<file path="src/rtl/bram_logger_pkg.sv">
// rtl/bram_logger_pkg.sv - shared widths and log-word packing for the BRAM logger arbiter
package bram_logger_pkg;

  localparam int SRC_ID_BITW   = 8;
  localparam int MAX_DATA_BITW = 1016;
  localparam int MAX_LOG_BITW  = SRC_ID_BITW + MAX_DATA_BITW;

  // The logger stores whole 32-bit words, so {ID, payload} must fill them exactly.
  function automatic bit log_width_ok(int data_bitw);
    return ((data_bitw + SRC_ID_BITW) % 32) == 0;
  endfunction

  function automatic logic [MAX_LOG_BITW-1:0] pack_log_word(
    logic [SRC_ID_BITW-1:0]   id,
    logic [MAX_DATA_BITW-1:0] data,
    int                       data_bitw
  );
    return (MAX_LOG_BITW'(id) << data_bitw) | MAX_LOG_BITW'(data);
  endfunction

endpackage

</file>
<file path="src/rtl/bram_logger_arbiter_rr.sv">
// rtl/bram_logger_arbiter_rr.sv - combinational round-robin pick starting at an external pointer
module rr_arbiter #(
  parameter int NUM_REQ  = 4,
  parameter int IDX_BITW = 2
) (
  input  logic [NUM_REQ-1:0]  i_req,
  input  logic [IDX_BITW-1:0] i_ptr,
  output logic [NUM_REQ-1:0]  o_gnt,
  output logic [IDX_BITW-1:0] o_gnt_idx,
  output logic                o_any
);

  always_comb begin
    int                  j;
    logic [IDX_BITW-1:0] w_idx;
    j         = 0;
    w_idx     = '0;
    o_gnt     = '0;
    o_gnt_idx = '0;
    o_any     = 1'b0;
    for (int k = 0; k < NUM_REQ; k++) begin
      j = int'(i_ptr) + k;
      if (j >= NUM_REQ) j = j - NUM_REQ;
      w_idx = IDX_BITW'(j);
      if (!o_any && i_req[w_idx]) begin
        o_any        = 1'b1;
        o_gnt[w_idx] = 1'b1;
        o_gnt_idx    = w_idx;
      end
    end
  end

endmodule

</file>
<file path="src/rtl/bram_logger_arbiter.sv">
// rtl/bram_logger_arbiter.sv - shares one BRAM logger between NUM_SRC event sources
module bram_logger_arbiter
  import bram_logger_pkg::*;
#(
  parameter int NUM_SRC       = 4,
  parameter int SRC_DATA_BITW = 24,
  parameter int DROP_CNT_BITW = 16
) (
  input  logic                               Clk_CI,
  input  logic                               Rst_RI,
  input  logic                               Enable_SI,
  input  logic [NUM_SRC-1:0]                 SrcEn_SI,
  input  logic [NUM_SRC-1:0]                 SrcTrigger_SI,
  input  logic [NUM_SRC*SRC_DATA_BITW-1:0]   SrcData_DI,
  input  logic                               ClearReq_SI,
  input  logic                               DropClr_SI,
  input  logic                               LogReady_SI,
  output logic                               LogTrigger_SO,
  output logic [SRC_ID_BITW+SRC_DATA_BITW-1:0] LogData_DO,
  output logic                               LogClear_SO,
  output logic [NUM_SRC-1:0]                 Pending_SO,
  output logic [NUM_SRC*DROP_CNT_BITW-1:0]   DropCnt_DO,
  output logic                               Overflow_SO
);

  localparam int LOG_BITW = SRC_ID_BITW + SRC_DATA_BITW;
  localparam int PTR_BITW = (NUM_SRC > 1) ? $clog2(NUM_SRC) : 1;
  localparam logic [DROP_CNT_BITW-1:0] CNT_MAX = '1;

  if (!log_width_ok(SRC_DATA_BITW)) begin : g_bad_width
    $error("SRC_DATA_BITW + SRC_ID_BITW must be a multiple of 32");
  end

  logic [NUM_SRC-1:0]       r_pend_vld;
  logic [SRC_DATA_BITW-1:0] r_pend_data [NUM_SRC];
  logic [PTR_BITW-1:0]      r_rr_ptr;
  logic                     r_clear_pend;
  logic [DROP_CNT_BITW-1:0] r_drop_cnt [NUM_SRC];
  logic                     r_overflow;
  logic                     r_log_trig;
  logic                     r_log_clear;
  logic [LOG_BITW-1:0]      r_log_data;

  logic [NUM_SRC-1:0]       w_arb_gnt;
  logic [NUM_SRC-1:0]       w_gnt;
  logic [NUM_SRC-1:0]       w_cap;
  logic [NUM_SRC-1:0]       w_load;
  logic [NUM_SRC-1:0]       w_drop;
  logic [PTR_BITW-1:0]      w_gnt_idx;
  logic                     w_arb_any;
  logic                     w_grant_ok;
  logic                     w_clear_fire;
  logic [SRC_DATA_BITW-1:0] w_gnt_data;

  rr_arbiter #(
    .NUM_REQ  (NUM_SRC),
    .IDX_BITW (PTR_BITW)
  ) u_rr (
    .i_req     (r_pend_vld),
    .i_ptr     (r_rr_ptr),
    .o_gnt     (w_arb_gnt),
    .o_gnt_idx (w_gnt_idx),
    .o_any     (w_arb_any)
  );

  // A pending or arriving clear request freezes grants so no write can race the clear.
  assign w_grant_ok   = Enable_SI & LogReady_SI & ~r_clear_pend & ~ClearReq_SI & w_arb_any;
  assign w_gnt        = w_grant_ok ? w_arb_gnt : '0;
  assign w_cap        = Enable_SI ? (SrcTrigger_SI & SrcEn_SI) : '0;
  assign w_load       = w_cap & (~r_pend_vld | w_gnt);
  assign w_drop       = w_cap & r_pend_vld & ~w_gnt;
  assign w_clear_fire = r_clear_pend & ~r_log_trig;
  assign w_gnt_data   = r_pend_data[w_gnt_idx];

  always_ff @(posedge Clk_CI) begin
    if (Rst_RI) begin
      r_pend_vld <= '0;
    end else begin
      r_pend_vld <= w_load | (r_pend_vld & ~w_gnt);
    end
  end

  always_ff @(posedge Clk_CI) begin
    for (int i = 0; i < NUM_SRC; i++) begin
      if (w_load[i]) r_pend_data[i] <= SrcData_DI[i*SRC_DATA_BITW +: SRC_DATA_BITW];
    end
  end

  always_ff @(posedge Clk_CI) begin
    if (Rst_RI) begin
      r_log_trig   <= 1'b0;
      r_log_data   <= '0;
      r_log_clear  <= 1'b0;
      r_clear_pend <= 1'b0;
      r_rr_ptr     <= '0;
    end else begin
      r_log_trig <= w_grant_ok;
      if (w_grant_ok) begin
        r_log_data <= LOG_BITW'(pack_log_word(SRC_ID_BITW'(w_gnt_idx),
                                              MAX_DATA_BITW'(w_gnt_data), SRC_DATA_BITW));
        r_rr_ptr   <= (w_gnt_idx == PTR_BITW'(NUM_SRC - 1)) ? '0 : w_gnt_idx + 1'b1;
      end
      r_log_clear  <= w_clear_fire;
      r_clear_pend <= w_clear_fire ? 1'b0 : (r_clear_pend | ClearReq_SI);
    end
  end

  // A drop in the same cycle as DropClr_SI is counted after the clear.
  always_ff @(posedge Clk_CI) begin
    if (Rst_RI) begin
      for (int i = 0; i < NUM_SRC; i++) r_drop_cnt[i] <= '0;
      r_overflow <= 1'b0;
    end else begin
      for (int i = 0; i < NUM_SRC; i++) begin
        if (w_drop[i]) begin
          if (DropClr_SI) r_drop_cnt[i] <= DROP_CNT_BITW'(1);
          else if (r_drop_cnt[i] != CNT_MAX) r_drop_cnt[i] <= r_drop_cnt[i] + 1'b1;
        end else if (DropClr_SI) begin
          r_drop_cnt[i] <= '0;
        end
      end
      if (|w_drop) r_overflow <= 1'b1;
      else if (DropClr_SI) r_overflow <= 1'b0;
    end
  end

  assign LogTrigger_SO = r_log_trig;
  assign LogData_DO    = r_log_data;
  assign LogClear_SO   = r_log_clear;
  assign Pending_SO    = r_pend_vld;
  assign Overflow_SO   = r_overflow;

  for (genvar i = 0; i < NUM_SRC; i++) begin : g_cnt
    assign DropCnt_DO[i*DROP_CNT_BITW +: DROP_CNT_BITW] = r_drop_cnt[i];
  end

endmodule

</file>
<file path="config.mk">
export PLATFORM = sky130hd
export DESIGN_NAME = bram_logger_arbiter
export DESIGN_NICKNAME = d
export VERILOG_FILES = /design/src/rtl/bram_logger_pkg.sv /design/src/rtl/bram_logger_arbiter_rr.sv /design/src/rtl/bram_logger_arbiter.sv
export SDC_FILE = /design/constraint.sdc
export NUM_CORES = 1
export LEC_CHECK = 0
export ABC_AREA = 0
export CAP_MARGIN = 20
export CORE_ASPECT_RATIO = 0.8
export CORE_MARGIN = 2
export CORE_UTILIZATION = 50
export DETAILED_ROUTE_END_ITERATION = 8
export PLACE_DENSITY = 0.81
export SYNTH_ARGS = -nofsm -noshare
export SYNTH_HDL_FRONTEND = slang
export SYNTH_HIERARCHICAL = 1
export SYNTH_SLANG_ARGS = --single-unit
</file>
<file path="constraint.sdc">
create_clock -name Clk_CI -period 4.12 [get_ports Clk_CI]
set_input_delay 0.412 -clock Clk_CI [delete_from_list [all_inputs] [get_ports Clk_CI]]
set_output_delay 0.412 -clock Clk_CI [all_outputs]
set_load 0.05 [all_outputs]
</file>
== After elaboration in Yosys (flattened, before gate mapping) ==
Memory sizes are Yosys's and may differ from the RTL's.
Index checks and enable logic that the tools add are counted.
Storage, ports and cells
  logic and storage cells: 189
  bits of input ports: 110
  output and inout port bits: 103
  register bits: 42
  memories kept: 2
  RAM bits: 160
Memory list
  r_pend_data: depth 4, bits a word 24, rd ports 1, clocked after Yosys merged registers in 0, wr ports 4, RTL line bram_logger_arbiter.sv:35  | logic [SRC_DATA_BITW-1:0] r_pend_data [NUM_SRC];
  r_drop_cnt: depth 4, bits a word 16, rd ports 4, clocked after Yosys merged registers in 0, wr ports 4, RTL line bram_logger_arbiter.sv:38  | logic [DROP_CNT_BITW-1:0] r_drop_cnt [NUM_SRC];
Cells by class
  equal/unequal tests: 5
  bitwise logic cells: 34
  $lt $le $gt $ge: 12
  mux-type cells: 104
  reductions and logical operators: 13
  add/sub/neg operators: 12
Operators by type and width (number)
  $mux 16: 12
  $mux 1: 69
  $add 16x1->16 const B: 4
  $ne 16x16->1 const B: 4
  $or 26x24->26: 1
  $mux 4: 6
  $and 4x4->4: 5
  $or 4x4->4: 5
  $mux 2: 9
  $or 1x1->1: 13
  $lt 2x3->1 const B: 4
  $ge 3x3->1 const B: 3
  $bmux 1 s2: 4
  $demux 1 s2: 4
  $ge 2x1->1 const B: 4
  $not 4->4: 2
  $sub 2x1->2 const B: 4
  $logic_and 1x1->1: 7
  $add 2x2->3 const B: 2
  $and 1x1->1: 5
  $reduce_or 4->1: 1
  $add 2x1->3 const B: 1
  $ge 2x3->1 const B: 1
  $logic_not 1->1: 3
  5 further kinds: 7

== Depth between registers and ports, before layout ==
Gate-level depths: netlist of the first run.
  depth after elaboration: 24
  mapped depth: 13
  mapped depth without buffers: 10

== By module ==
The synthesis of the first run kept the hierarchy.
Modules (own cells, without submodules)
  bram_logger_arbiter: instances 1, cells an instance 638, sequential area each 5525.3 um2, area an instance 8391.8 um2
  rr_arbiter: instances 1, cells an instance 45, sequential area each 0.0 um2, area an instance 421.7 um2

== Least setup slack after synthesis of the first run ==
Ideal clock, no wire load.
  kind: reg2reg
  start point: register r_rr_ptr[0]
  end point: memory r_pend_data[3][0], enable pin
  buffers on the path: 2
  path slack: 0.368 ns
  period minus slack after synthesis: 3.752 ns
  setup time: 0.413 ns
  required time: 3.707 ns
  cell stages (with the launch flop): 12
  data arrival time: 3.339 ns
  cell sequence: dfxtp_1 buf_6 inv_1 ha_1 mux4_2 buf_6 nor4b_4 a22oi_1 o21ai_0 and2_1 nand2_1 a21oi_1
RTL lines
  start, declared: RTL line bram_logger_arbiter.sv:36  | logic [PTR_BITW-1:0] r_rr_ptr;
  start signal, assigned: RTL line bram_logger_arbiter.sv:101  | r_rr_ptr <= (w_gnt_idx == PTR_BITW'(NUM_SRC - 1)) ? '0 : w_gnt_idx + 1'b1;
  end, declared: RTL line bram_logger_arbiter.sv:35

==> results of run 1 <==
power by group:
part           switching [uW]  internal, uW  total, uW  leakage, uW
Combinational             319           262        582      0.00162
Sequential               58.9          2210       2270      0.00188
Clock                     760          1030       1790     0.000306
Total                    1140          3500       4640      0.00381
placed cells by master (no fill, tap or decap), types with 12 or more instances in the layout:
cell,count
sky130_fd_sc_hd__nor3_1,18
sky130_fd_sc_hd__nand2_1,79
sky130_fd_sc_hd__nand4_1,12
sky130_fd_sc_hd__nor2_1,56
sky130_fd_sc_hd__a21oi_1,42
sky130_fd_sc_hd__dfxtp_1,36
sky130_fd_sc_hd__clkdlybuf4s50_1,205
sky130_fd_sc_hd__edfxtp_1,160
sky130_fd_sc_hd__clkbuf_16,17
sky130_fd_sc_hd__mux4_2,26
sky130_fd_sc_hd__nand3_1,28
sky130_fd_sc_hd__xnor2_1,30
sky130_fd_sc_hd__inv_1,21
sky130_fd_sc_hd__buf_4,12
sky130_fd_sc_hd__xor2_1,16
sky130_fd_sc_hd__o21ai_0,13
final cells by class:
type	instances	area, um2	share of cell area, %
clock buffer	17	425	3.61
clock inverter	15	219	1.86
tap	225	282	2.39
sequential	196	5530	46.8
inverter	21	78.8	0.668
multi-input combinational	437	3080	26.1
timing repair buffer	220	2190	18.5
stage by stage:
stage                     instances  power [uW]  setup slack [ps]  util (%)
after global placement         1099        2880               659      64.4
after global routing           1131        4790               186      68.1
after detailed placement       1099        2890               518      64.4
after CTS                      1131        4670               496      68.1
final                          1131        4640               474      68.1
after floorplan                 688        2650               368         -
logic make-up after synthesis:
kind of cell	after synthesis	synth area share [%]
buffers and inverters	55	3.08
AND/OR/NAND/NOR	252	14.1
other	1	0.0425
multiplexers	32	7.71
flip-flops	196	62.7
adder cells (fa/ha/maj)	10	1.42
AO/OA/AOI/OAI	91	6.39
XOR/XNOR	46	4.57
layer usage:
metal  part of all wire, %  wire [um]  vias to the layer above
li1                      -          -                     2956
met5                     0          0                        -
met4                   1.4        303                        0
met2                    48      10100                      271
met3                   8.9       1870                       23
met1                    42       8720                     3000
flip-flops by register name (all words and copies together), names as in the netlist:
name	flops
r_pend_data	96
r_drop_cnt	64
LogData_DO	26
Pending_SO	4
r_rr_ptr	2
LogClear_SO	1
LogTrigger_SO	1
Overflow_SO	1
r_clear_pend	1
worst paths after layout:
check                           startpoint                              to  slack [ps]  cells after the start
hold / removal    LogTrigger_SO$_SDFF_PP0_          LogClear_SO$_SDFF_PP0_         440                      1
hold reg to reg   LogTrigger_SO$_SDFF_PP0_          LogClear_SO$_SDFF_PP0_         440                      1
setup / recovery  r_rr_ptr[1]$_SDFFE_PP0N_  r_drop_cnt[0][4]$_SDFFCE_PP0P_         470                      8
setup reg to reg  r_rr_ptr[1]$_SDFFE_PP0N_  r_drop_cnt[0][4]$_SDFFCE_PP0P_         470                      8
worst register-to-register path, cell delays in order (launching register included):
cell,delay [ps]
sky130_fd_sc_hd__dfxtp_1,510
sky130_fd_sc_hd__inv_1,150
sky130_fd_sc_hd__ha_1,370
sky130_fd_sc_hd__mux4_2,440
sky130_fd_sc_hd__nor3_1,300
sky130_fd_sc_hd__nand2b_1,220
sky130_fd_sc_hd__a311oi_2,350
sky130_fd_sc_hd__o211ai_2,320
sky130_fd_sc_hd__nand2_1,620
==> results.yml, run 1 <==
critical_path:
  timing.critical_path.required_ps: 4190
  setup.worst_path.class: "reg -> reg"
  path_delay_family: "simple AND/OR/NAND/NOR gates"
  worst_path_largest_cell_delay_ps: 620
  cp_max_fo: 16
  worstPathCellList: "inv_1, ha_1, mux4_2, nor3_1, nand2b_1, a311oi_2, o211ai_2, nand2_1"
  worst_path_max_delay_cell: "sky130_fd_sc_hd__nand2_1"
  timing.critical_path.to_type: "flop"
  path_buf_inv: 1
  worst_ep_arrival_time_ps: 3710
  worst_setup_path_start_kind: "flop"
route:
  dr.pass1.iters: 5
  drtAntennaViolNets: 0
  finalWirelength_um: 20900
  route.detailed.wl_per_inst_um: 18.5
  drc: 0
  vias_per_cell: 5.53
  routed-via-count: 6250
  first_iter_violations: 433
logic_synthesis:
  synth_top_area_share_pct: 54.5
  yosysWarnings: 6
  synthDominantAreaCellType: "sky130_fd_sc_hd__edfxtp_1"
  syn-instance-count: 683
  yosys_register_bits: 196
  post_synth_instance_area_um2: 8810
  yosys.cell_types.count: 59
  post_synth.cell_area_avg_um2: 12.9
  yosys-top-cells-area: "sky130_fd_sc_hd__edfxtp_1, sky130_fd_sc_hd__dfxtp_1, sky130_fd_sc_hd__mux4_2, sky130_fd_sc_hd__nand2_1, sky130_fd_sc_hd__xnor2_1"
  synth_seq_area_share_pct: 62.7
  yosys.cell_count.top_type: "sky130_fd_sc_hd__edfxtp_1"
  synth_commonest_cells: "sky130_fd_sc_hd__edfxtp_1, sky130_fd_sc_hd__nand2_1, sky130_fd_sc_hd__nor2_1, sky130_fd_sc_hd__a21oi_1, sky130_fd_sc_hd__dfxtp_1"
  postSynth.asyncResetShare_pct: 0
  postSynth.topFlopCell: "sky130_fd_sc_hd__edfxtp_1"
  synth_enable_flop_cells: 160
cts:
  total_cts_buffers: 17
  cts_max_path_buffers: 2
  clk_root_buffer_cell: "sky130_fd_sc_hd__clkbuf_16"
  post-cts-setup-buffers: 0
  tritoncts: "yes"
  cts_resized: 0
  post_cts_hold_buffer_count: 0
  clk-insertion-delay-late_ps: 440
  h-tree-depth: 4
  clk_transition_reported_paths_ps: 70
  clock-sinks: 196
cells_and_area:
  finish.net_count: 1013
  synthToLayoutAreaGrowth_pct: 33.9
  drive_above_1_share_pct: 10.5
  num_antenna_cells: 0
  postLayoutCellArea_um2: 11800
  fillCellCount: 1262
outcome:
  status: "finished, final reports clean"
grt:
  grt.met2_usage_pct: 37.3
  grt_pass1_wl_um: 32700
  grt_remaining_overflow: 0
  grt.met3_usage_pct: 7.73
  grt_max_degree: 43
  antenna_found_initial: 0
  track_usage_pct: 22.8
  global_route.peak_usage_layer: "met2"
  number_of_global_route_vias_before_repair: 6259
  grt_use_met1_pct: 29.7
floorplan:
  die-area_um2: 18700
  die_width_um: 152
  die_height_um: 123
  core_area_um2: 17300
  initial_utilization_pct: 50.9
  core.rowCount: 43
  ios: 213
placed_design:
  globalplace.congestion: 0.901
  detailed_place_hpwl_um: 14500
  place.port_buffers: 206
  cell_area_after_placement_um2: 11200
power:
  p_leak_uw: 0.00381
  power_density_nw_per_um2: 394
  worst_vdd_rail_ir_drop_uv: 364
job:
  max_cap_viol_count: 0
timing:
  fin_skew_ps: 20.0
  timing.final.max_slew_violations: 0
  worst-slew-pin-transition_ps: 890
  achievable-frequency_ghz: 0.274
  fin_crit_sh_pct: 88.5
  final.setup.tns_ps: 0
  finalSetupViolations: 0
  max-slew-margin-rel_pct: 40.7
  rsz0062_at_grt: "no"
  period_needed_ps: 3650
  endpoints_failing_hold: 0
  fin_worst_hold_slack_ps: 441
worst_hold_path:
  worst_hold_path_type: "reg -> reg"
Note: power is estimated with default switching activity, not from simulation.
==> inputs of run 2 (changes only) <==
--- a/config.mk
+++ b/config.mk
@@ -8,7 +8,7 @@
 export ABC_AREA = 0
 export CAP_MARGIN = 20
 export CORE_ASPECT_RATIO = 0.8
-export CORE_MARGIN = 2
+export CORE_MARGIN = 4
 export CORE_UTILIZATION = 50
 export DETAILED_ROUTE_END_ITERATION = 8
 export PLACE_DENSITY = 0.81
==> results.yml, run 2 (synthesis results as in run 1) <==
cells_and_area:
  layout.cells.most_common_list: "sky130_fd_sc_hd__clkdlybuf4s50_1, sky130_fd_sc_hd__edfxtp_1, sky130_fd_sc_hd__nand2_1"
  drive_above_1_share_pct: 10.7
  num_antenna_cells: 0
  max_flop_register: "r_pend_data"
  leading_cell_type_in_the_layout_fill_and_taps_excluded: "sky130_fd_sc_hd__clkdlybuf4s50_1"
  synthToLayoutAreaGrowth_pct: 33.2
  fillCellCount: 1258
  finish.net_count: 1015
  postLayoutCellArea_um2: 11700
  largest_reg_flops: 96
critical_path:
  worst_ep_arrival_time_ps: 3730
  r2r.worst_path.cells: 8
  setup.worst_path.class: "reg -> reg"
  worst_setup_path_start_kind: "flop"
  cp_max_fo: 16
  timing.reg2reg.setup_slack_ps: 450
  reg2reg_to: "r_drop_cnt[0][6]$_SDFFCE_PP0P_"
  timing.critical_path.required_ps: 4180
  timing.critical_path.to_type: "flop"
  r2r_start: "r_rr_ptr[1]$_SDFFE_PP0N_"
cts:
  cts_max_path_buffers: 2
  clk_transition_reported_paths_ps: 70
  post-cts-setup-buffers: 0
  tritoncts: "yes"
  clk_root_buffer_cell: "sky130_fd_sc_hd__clkbuf_16"
  total_cts_buffers: 17
  clk-insertion-delay-late_ps: 430
  h-tree-depth: 4
  post_cts_hold_buffer_count: 0
  clock-sinks: 196
  cts_resized: 0
route:
  vias_per_cell: 5.52
  finalWirelength_um: 21000
  route.met3.wl_um: 2190
  dr.pass1.iters: 4
  route.detailed.wl_per_inst_um: 18.5
  top_layer: "met4"
  drtAntennaViolNets: 0
  routed-via-count: 6250
  drc: 0
  met2RoutedLength_um: 9810
  wirelength_met1_um: 8600
  first_iter_violations: 435
floorplan:
  die_height_um: 127
  core_area_um2: 17300
  ios: 213
  die-area_um2: 19800
  die_width_um: 156
  core.rowCount: 43
  initial_utilization_pct: 50.9
timing:
  fin_skew_ps: 8.85
  final.setup.tns_ps: 0
  fin_worst_hold_slack_ps: 457
  achievable-frequency_ghz: 0.273
  timing.final.max_slew_violations: 0
  rsz0062_at_grt: "no"
  worst-slew-pin-transition_ps: 872
  endpoints_failing_hold: 0
  max-slew-margin-rel_pct: 41.9
  fin_crit_sh_pct: 89.0
  finalSetupViolations: 0
  period_needed_ps: 3670
grt:
  number_of_global_route_vias_before_repair: 6166
  track_usage_pct: 21.4
  antenna_found_initial: 0
  grt_pass1_wl_um: 32700
  grt_remaining_overflow: 0
  grt_max_degree: 43
worst_hold_path:
  worst_hold_startpoint: "LogData_DO[12]$_SDFFE_PP0N_"
  hold_path_cell_cnt: 2
  worstHoldEndpoint: "LogData_DO[12]$_SDFFE_PP0N_"
  worst_hold_path_type: "reg -> reg"
power:
  p_leak_uw: 0.00380
  power_density_nw_per_um2: 386
  total_power_uw: 4530
  worst_vdd_rail_ir_drop_uv: 322
placed_design:
  globalplace.congestion: 0.914
  detailed_place_hpwl_um: 15100
  cell_area_after_placement_um2: 11100
  place.port_buffers: 206
outcome:
  status: "finished, final reports clean"
job:
  max_cap_viol_count: 0
run 2: changes by cell type in the layout (fill, tap and decap cells not counted), sizes merged:
cell,before,now
clkinvlp,3,2
inv,26,28
bufinv,4,1
buf,15,17
clkinv,3,5
run 2: report_power, final:
part           internal, uW  switching, uW  leakage [uW]
clock network           876            811      0.000292
logic                   260            318       0.00162
registers              2210           56.6       0.00188
run 2: per-layer routing:
metal / global-route usage, % / vias up
met3: 7.06 / 30
met4: 6.94 / 0
met2: 33.8 / 290
met1: 28.4 / 2965
met5: 0 / -
li1: - / 2965
run 2: metrics by stage:
stage | setup WS (ps) | utilization, % | cells
finish | 451 | 67.8 | 1133
global route | 138 | 67.8 | 1133
CTS | 446 | 67.8 | 1133
detailed placement | 450 | 64.2 | 1101
global placement | 671 | 64.2 | 1101
floorplan | 368 | - | 688
run 2: layout make-up:
class	instances	area (um2)	share of cell area, %
sequential	196	5530	47.1
multi-input combinational	437	3070	26.1
inverter	21	78.8	0.671
timing repair buffer	222	2180	18.5
tap	225	282	2.40
clock buffer	17	425	3.62
clock inverter	15	185	1.58
run 2: worst max-delay path by stage:
| stage | from | end | slack, ps | depth (start not counted) |
|---|---|---|---|---|
| 3_5_place_dp | r_rr_ptr[1]$_SDFFE_PP0N_ | r_drop_cnt[0][5]$_SDFFCE_PP0P_ | 450 | 8 |
| 6_report | r_rr_ptr[1]$_SDFFE_PP0N_ | r_drop_cnt[0][6]$_SDFFCE_PP0P_ | 450 | 8 |
| 5_1_grt | r_rr_ptr[1]$_SDFFE_PP0N_ | r_drop_cnt[0][5]$_SDFFCE_PP0P_ | 140 | 8 |
| 3_3_place_gp | r_rr_ptr[1]$_SDFFE_PP0N_ | r_drop_cnt[0][5]$_SDFFCE_PP0P_ | 670 | 8 |
| 4_1_cts | r_rr_ptr[1]$_SDFFE_PP0N_ | r_drop_cnt[0][5]$_SDFFCE_PP0P_ | 450 | 8 |
| 2_1_floorplan | r_rr_ptr[0]$_SDFFE_PP0N_ | r_pend_data[3][0]$_DFFE_PP_ | 370 | 11 |
run 2: critical path: stages, from the launching register on:
cell and delay, ps:
sky130_fd_sc_hd__dfxtp_1 510, sky130_fd_sc_hd__inv_1 150, sky130_fd_sc_hd__ha_1 380, sky130_fd_sc_hd__mux4_2 450
sky130_fd_sc_hd__nor3_1 290, sky130_fd_sc_hd__nand2b_1 230, sky130_fd_sc_hd__a311oi_2 340, sky130_fd_sc_hd__o211ai_2 320
sky130_fd_sc_hd__nand2_1 630
